$ cat config.mk
export PLATFORM = sky130hd
export DESIGN_NAME = wb_stage
export DESIGN_NICKNAME = d
export VERILOG_FILES = /design/src/rtl/wb_stage.sv
export SDC_FILE = /design/constraint.sdc
export NUM_CORES = 1
export LEC_CHECK = 0
export CAP_MARGIN = 20
export CORE_AREA = 2 2 109 111
export DETAILED_ROUTE_END_ITERATION = 10
export DIE_AREA = 0 0 111 113
export GPL_TIMING_DRIVEN = 0
export HOLD_SLACK_MARGIN = 0.1
export PLACE_DENSITY = 0.7
export REMOVE_ABC_BUFFERS = 1
export SLEW_MARGIN = 10
export SYNTH_ARGS = -nofsm -noshare
export SYNTH_HDL_FRONTEND = slang
export SYNTH_SLANG_ARGS = --single-unit
$ cat constraint.sdc
create_clock -name Clk -period 3.7 [get_ports Clk]
set_clock_uncertainty 0.15 [all_clocks]
set_input_delay 1.11 -clock Clk [delete_from_list [all_inputs] [get_ports Clk]]
set_output_delay 1.11 -clock Clk [all_outputs]
set_load 0.1 [all_outputs]
$ cat src/rtl/wb_stage.sv
// wb_stage: M/W writeback latches feeding the register-file write port,
// plus operand bypass to decode, load-use detection and a retire counter.
module wb_stage (
  input  logic        Clk,
  input  logic        Rst,
  input  logic        ExValid,
  input  logic        ExRegWre,
  input  logic        ExMemRead,
  input  logic [3:0]  ExWriteReg,
  input  logic [15:0] ExResult,
  input  logic [15:0] MemRdData,
  input  logic        Stall,
  input  logic        Flush,
  input  logic [3:0]  Rs,
  input  logic [3:0]  Rt,
  input  logic [15:0] RfData1,
  input  logic [15:0] RfData2,
  output logic        RegWre,
  output logic [3:0]  WriteReg,
  output logic [15:0] WriteData,
  output logic [15:0] FwdData1,
  output logic [15:0] FwdData2,
  output logic        LoadUseStall,
  output logic [15:0] RetireCount
);

  // Register encodings shared with the register file.
  localparam logic [3:0] REG0 = 4'd0;
  localparam logic [3:0] T    = 4'd14;
  localparam logic [3:0] PC   = 4'd15;

  typedef struct packed {
    logic        valid;
    logic        regwre;
    logic        load;
    logic [3:0]  dst;
    logic [15:0] data;
  } stage_t;

  localparam stage_t BUBBLE = '0;

  stage_t      m_q, m_d, w_q, w_d, m_adv;
  logic [15:0] cnt_q, cnt_d;
  logic        reg_wre;

  // Value a producer presents to consumers; T reads back as a flag.
  function automatic logic [15:0] eff_val(input stage_t s);
    if (s.dst == T) return {15'b0, (s.data == 16'h0000)};
    return s.data;
  endfunction

  always_comb begin
    m_adv = m_q;
    if (m_q.load) m_adv.data = MemRdData;
    m_d = m_q;
    w_d = m_adv;
    if (Flush) begin
      m_d = BUBBLE;
    end else if (Stall) begin
      w_d = BUBBLE;
    end else begin
      m_d = {ExValid, ExRegWre, ExMemRead, ExWriteReg, ExResult};
    end
  end

  assign reg_wre = w_q.valid & w_q.regwre & (w_q.dst != REG0);
  assign cnt_d   = cnt_q + {15'b0, reg_wre};

  always_ff @(posedge Clk or negedge Rst) begin
    if (!Rst) begin
      m_q   <= BUBBLE;
      w_q   <= BUBBLE;
      cnt_q <= 16'h0000;
    end else begin
      m_q   <= m_d;
      w_q   <= w_d;
      cnt_q <= cnt_d;
    end
  end

  assign RegWre      = reg_wre;
  assign WriteReg    = w_q.dst;
  assign WriteData   = w_q.data;
  assign RetireCount = cnt_q;

  logic [1:0][3:0]  src;
  logic [1:0][15:0] rf_rd;
  logic [1:0][15:0] fwd;

  assign src   = {Rt, Rs};
  assign rf_rd = {RfData2, RfData1};

  // A load in M has no data yet; the hazard logic holds decode instead.
  for (genvar gi = 0; gi < 2; gi++) begin : g_fwd
    logic pinned, m_hit, w_hit;
    assign pinned = (src[gi] == REG0) | (src[gi] == PC);
    assign m_hit  = m_q.valid & m_q.regwre & ~m_q.load & (m_q.dst == src[gi]);
    assign w_hit  = w_q.valid & w_q.regwre & (w_q.dst == src[gi]);
    assign fwd[gi] = pinned ? rf_rd[gi] :
                     m_hit  ? eff_val(m_q) :
                     w_hit  ? eff_val(w_q) : rf_rd[gi];
  end

  assign FwdData1 = fwd[0];
  assign FwdData2 = fwd[1];

  assign LoadUseStall = m_q.valid & m_q.regwre & m_q.load & (m_q.dst != REG0) &
                        ((m_q.dst == Rs) | (m_q.dst == Rt));

endmodule
==> run_results.csv <==
group,metric,value,unit
clock_network,clock_latency,0.33,ns
clock_network,cts_tree,"built",
flow_run,cap_violations,0,
timing,fin_crit_sh,106,%
setup_path,path_depth,9,
logic_synthesis,ys_seq_elements,61,
final_layout,nFillCells,844,
pwr,p_per_area,334,nW/um^2
floorplanning,initial_core_util,34.7,%
placed_design,io_buffers,152,
final_layout,nets,653,
routing,routed_wl,15600,um
clock_network,clk_path_buf_depth,2,
routing,dr.pass1.iters,6,
logic_synthesis,synth-edff-count,0,
placed_design,dp_hpwl,9560,um
routing,wire_per_inst,21.8,um
routing,drcViolationCount,0,
logic_synthesis,synth_cell_types,41,
global_routing,grt_pass1_wl,23600,um
final_layout,diodes,0,
timing,setup_viol,32,
clock_network,cts_root_buffer,"clkbuf_16",
final_layout,mostFrequentLayoutCell,"clkdlybuf4s50_1",
final_layout,seqCellArea,1530,sq um
logic_synthesis,seq_area_frac_synth,39.0,%
final_layout,drive_above_1_share,30.6,%
global_routing,grt_overflow_total,0,
setup_path,rrSetupSlack,1.57,ns
setup_path,r2r-start,"w_q[22]",
timing,fin_ws,-0.211,ns
floorplanning,die-height,113,um
setup_path,crit_fanout,4,
final_layout,multiInputGateArea,2850,sq um
pwr,seqPwrFrac,31.4,%
global_routing,grt.total_usage,24.4,%
logic_synthesis,synth.cell_area,3910,sq um
routing,antenna_left,0,
floorplanning,num_rows,39,
setup_path,crit_type,"input port to primary output",
pwr,p_sw,0.868,mW
placed_design,gp_congestion,0.786,
floorplanning,dieArea,12500,sq um
setup_path,crit_start,"Rs[2]",
status,violations,"negative setup slack",
clock_network,htreeDepth,3,
global_routing,antenna_found_initial,0,
timing,worstMarginPinSlew,1.02,ns
floorplanning,io_pins,153,
logic_synthesis,syn_avg_cell_area,9.82,sq um
setup_path,critPathMaxStageDelay,0.24,ns
status,status,"finished with violations",
setup_path,r2r_end,"RetireCount[12]",
logic_synthesis,ys.flop_type,"dfrtp_1",
pwr,switching_share,36.0,%
setup_path,crit_required,2.44,ns
timing,rsz0062_at_grt,"true",
setup_path,path_buf_inv,4,
logic_synthesis,postSynthCellCount,398,
routing,vias,3912,
timing,slew_violations,0,
global_routing,grt_start_max_net_pins,62,
timing,fin_crit,3.91,ns
clock_network,cts_buffers,9,
pwr,power_leakage,3.26,nW
placed_design,dpl.cell_count,655,
setup_path,cpMaxStageDelayCell,"nand4_1",
final_layout,syn_to_final_growth,85.2,%
setup_path,rr_worst_depth,8,
pwr,combPwrFrac,32.7,%
setup_path,arrival,2.65,ns
final_layout,fin_cells,715,
clock_network,cts.reportedPaths.clkPinSlew,0.06,ns
pwr,p_clk_share,35.9,%
timing,final.setup.tns,-5.13,ns
timing,fmax,256,MHz
timing,slew_headroom,31.9,%
pwr,internal_power,1.55,mW
floorplanning,coreArea,11300,sq um
min_path,min_path_type,"flip-flop to flip-flop",
logic_synthesis,yosys_warnings,0,
floorplanning,fp.dieW,111,um
setup_path,startpoint_type,"input port",
setup_path,worstSetupEndpoint,"FwdData1[10]",
pwr,p_total,2.41,mW
global_routing,grt_pass1_vias,4189,
final_layout,mostFrequentLayoutCells,"clkdlybuf4s50_1 (109), dfrtp_1 (60), nor2_1 (42)",
setup_path,end_kind,"primary output",
setup_path,path_cells,"buf_8 -> xnor2_2 -> nand4_1 -> nor2_4 -> buf_6 -> o21ba_4 -> buf_12 -> a2bb2oi_4 -> buf_12",
routing,first_iter_violations,305,
pwr,vdd_drop_max,0.212,mV
timing,finalHoldViolCount,0,
logic_synthesis,ys_async_sr_fraction,100,%
setup_path,cp_common_cell,"buf_12",
setup_path,critical-path-top-delay-family,"buffers and inverters",
routing,vias_per_cell,5.47,
clock_network,cts_sinks,61,
==> through the flow <==
stage               util, %  hold WS (ns)  cell area [sq um]  setup WS [ns]
finish                 64.2         0.329               7240         -0.211
global route           64.2         0.351               7240         -0.273
CTS                    61.3         0.332               6910         -0.183
detailed placement     47.7         0.324               5380          -2.79
global placement       47.4         0.318               5350          -2.83
floorplan                 -         0.382               3640          -1.71
==> kinds of logic (layout without fill, tap and decap cells) <==
| kind of cell | after synthesis | count (layout) | synth area share, % |
|---|---|---|---|
| XOR/XNOR | 30 | 30 | 6.72 |
| multiplexers | 39 | 39 | 9.98 |
| AND/OR/NAND/NOR | 128 | 129 | 17.2 |
| AO/OA/AOI/OAI | 96 | 97 | 19.3 |
| buffers and inverters | 41 | 213 | 6.78 |
| flip-flops | 61 | 61 | 39.0 |
| adder cells (fa/ha/maj) | 3 | 3 | 0.960 |
==> Yosys cell counts, drive strengths merged, types with 2 or more instances <==
master / count / area (sq um)
xnor2: 25 / 219
nor2: 46 / 188
o21ba: 2 / 20.0
ha: 3 / 37.5
a21oi: 30 / 150
clkbuf: 10 / 37.5
or4: 3 / 26.3
nor4b: 2 / 17.5
nor2b: 7 / 43.8
xor2: 5 / 43.8
nor4: 10 / 62.6
a2bb2oi: 29 / 317
mux2i: 39 / 390
and3: 5 / 31.3
nand4b: 2 / 17.5
o21a: 2 / 15.0
a21o: 29 / 218
nand3: 9 / 45.0
nand2: 27 / 111
nor3: 5 / 35.0
buf: 31 / 228
dfrtp: 61 / 1530
nand4: 9 / 56.3
==> per-layer routing <==
metal	GRT usage (%)	part of all wire (%)	vias to the layer above
met4	8.25	2.2	0
met1	29.6	41	1944
li1	-	-	1763
met5	0	0	-
met2	42.8	51	171
met3	5.78	6.2	34
==> how the worst min path moves through the flow <==
stage | startpoint | end | slack [ns] | cells past startpoint
floorplan | m_q[0] | WriteData[0] | 0.38 | 2
detailed placement | RetireCount[15] | RetireCount[15] | 0.32 | 1
global placement | RetireCount[15] | RetireCount[15] | 0.32 | 1
finish | RetireCount[15] | RetireCount[15] | 0.33 | 1
CTS | RetireCount[15] | RetireCount[15] | 0.33 | 1
global route | RetireCount[15] | RetireCount[15] | 0.35 | 1
==> power groups by stage <==
| stage | Clock (mW) | Combinational, mW | Sequential (mW) |
|---|---|---|---|
| global route | 0.910 | 0.818 | 0.764 |
| floorplan | 0 | 0.267 | 0.896 |
| CTS | 0.871 | 0.751 | 0.754 |
| global placement | 0 | 0.636 | 0.762 |
| finish | 0.867 | 0.790 | 0.758 |
| detailed placement | 0 | 0.643 | 0.763 |
==> flip-flops by register name (all words and copies together) (netlist names) <==
signal and count:
w_q 2, WriteData 16, WriteReg 4, m_adv 7
RetireCount 16, m_q 16
==> timing repair <==
item	4_1_cts	5_1_grt
pin swaps	47	17
cloned	4	0
hold buffers	0	0
endpoints found under the setup margin	33	33
setup buffers	38	2
resized for setup	427	39
==> worst reg2reg max path: stages, from the launching register on <==
cell and delay [ns]:
dfrtp_1 0.34, nand2_1 0.16, nor2_1 0.26, ha_1 0.21, ha_1 0.22, nand2_1 0.11, nor3_1 0.31, nand2_1 0.13
xnor2_1 0.13
==> layout make-up <==
cell class | count | share of cell area [%]
Tap cell | 143 | 2.47
Timing Repair Buffer | 197 | 32.8
Multi-Input combinational cell | 298 | 39.4
Clock inverter | 7 | 1.11
Clock buffer | 9 | 3.11
Sequential cell | 61 | 21.1
Note: power is estimated with default switching activity, not from simulation.
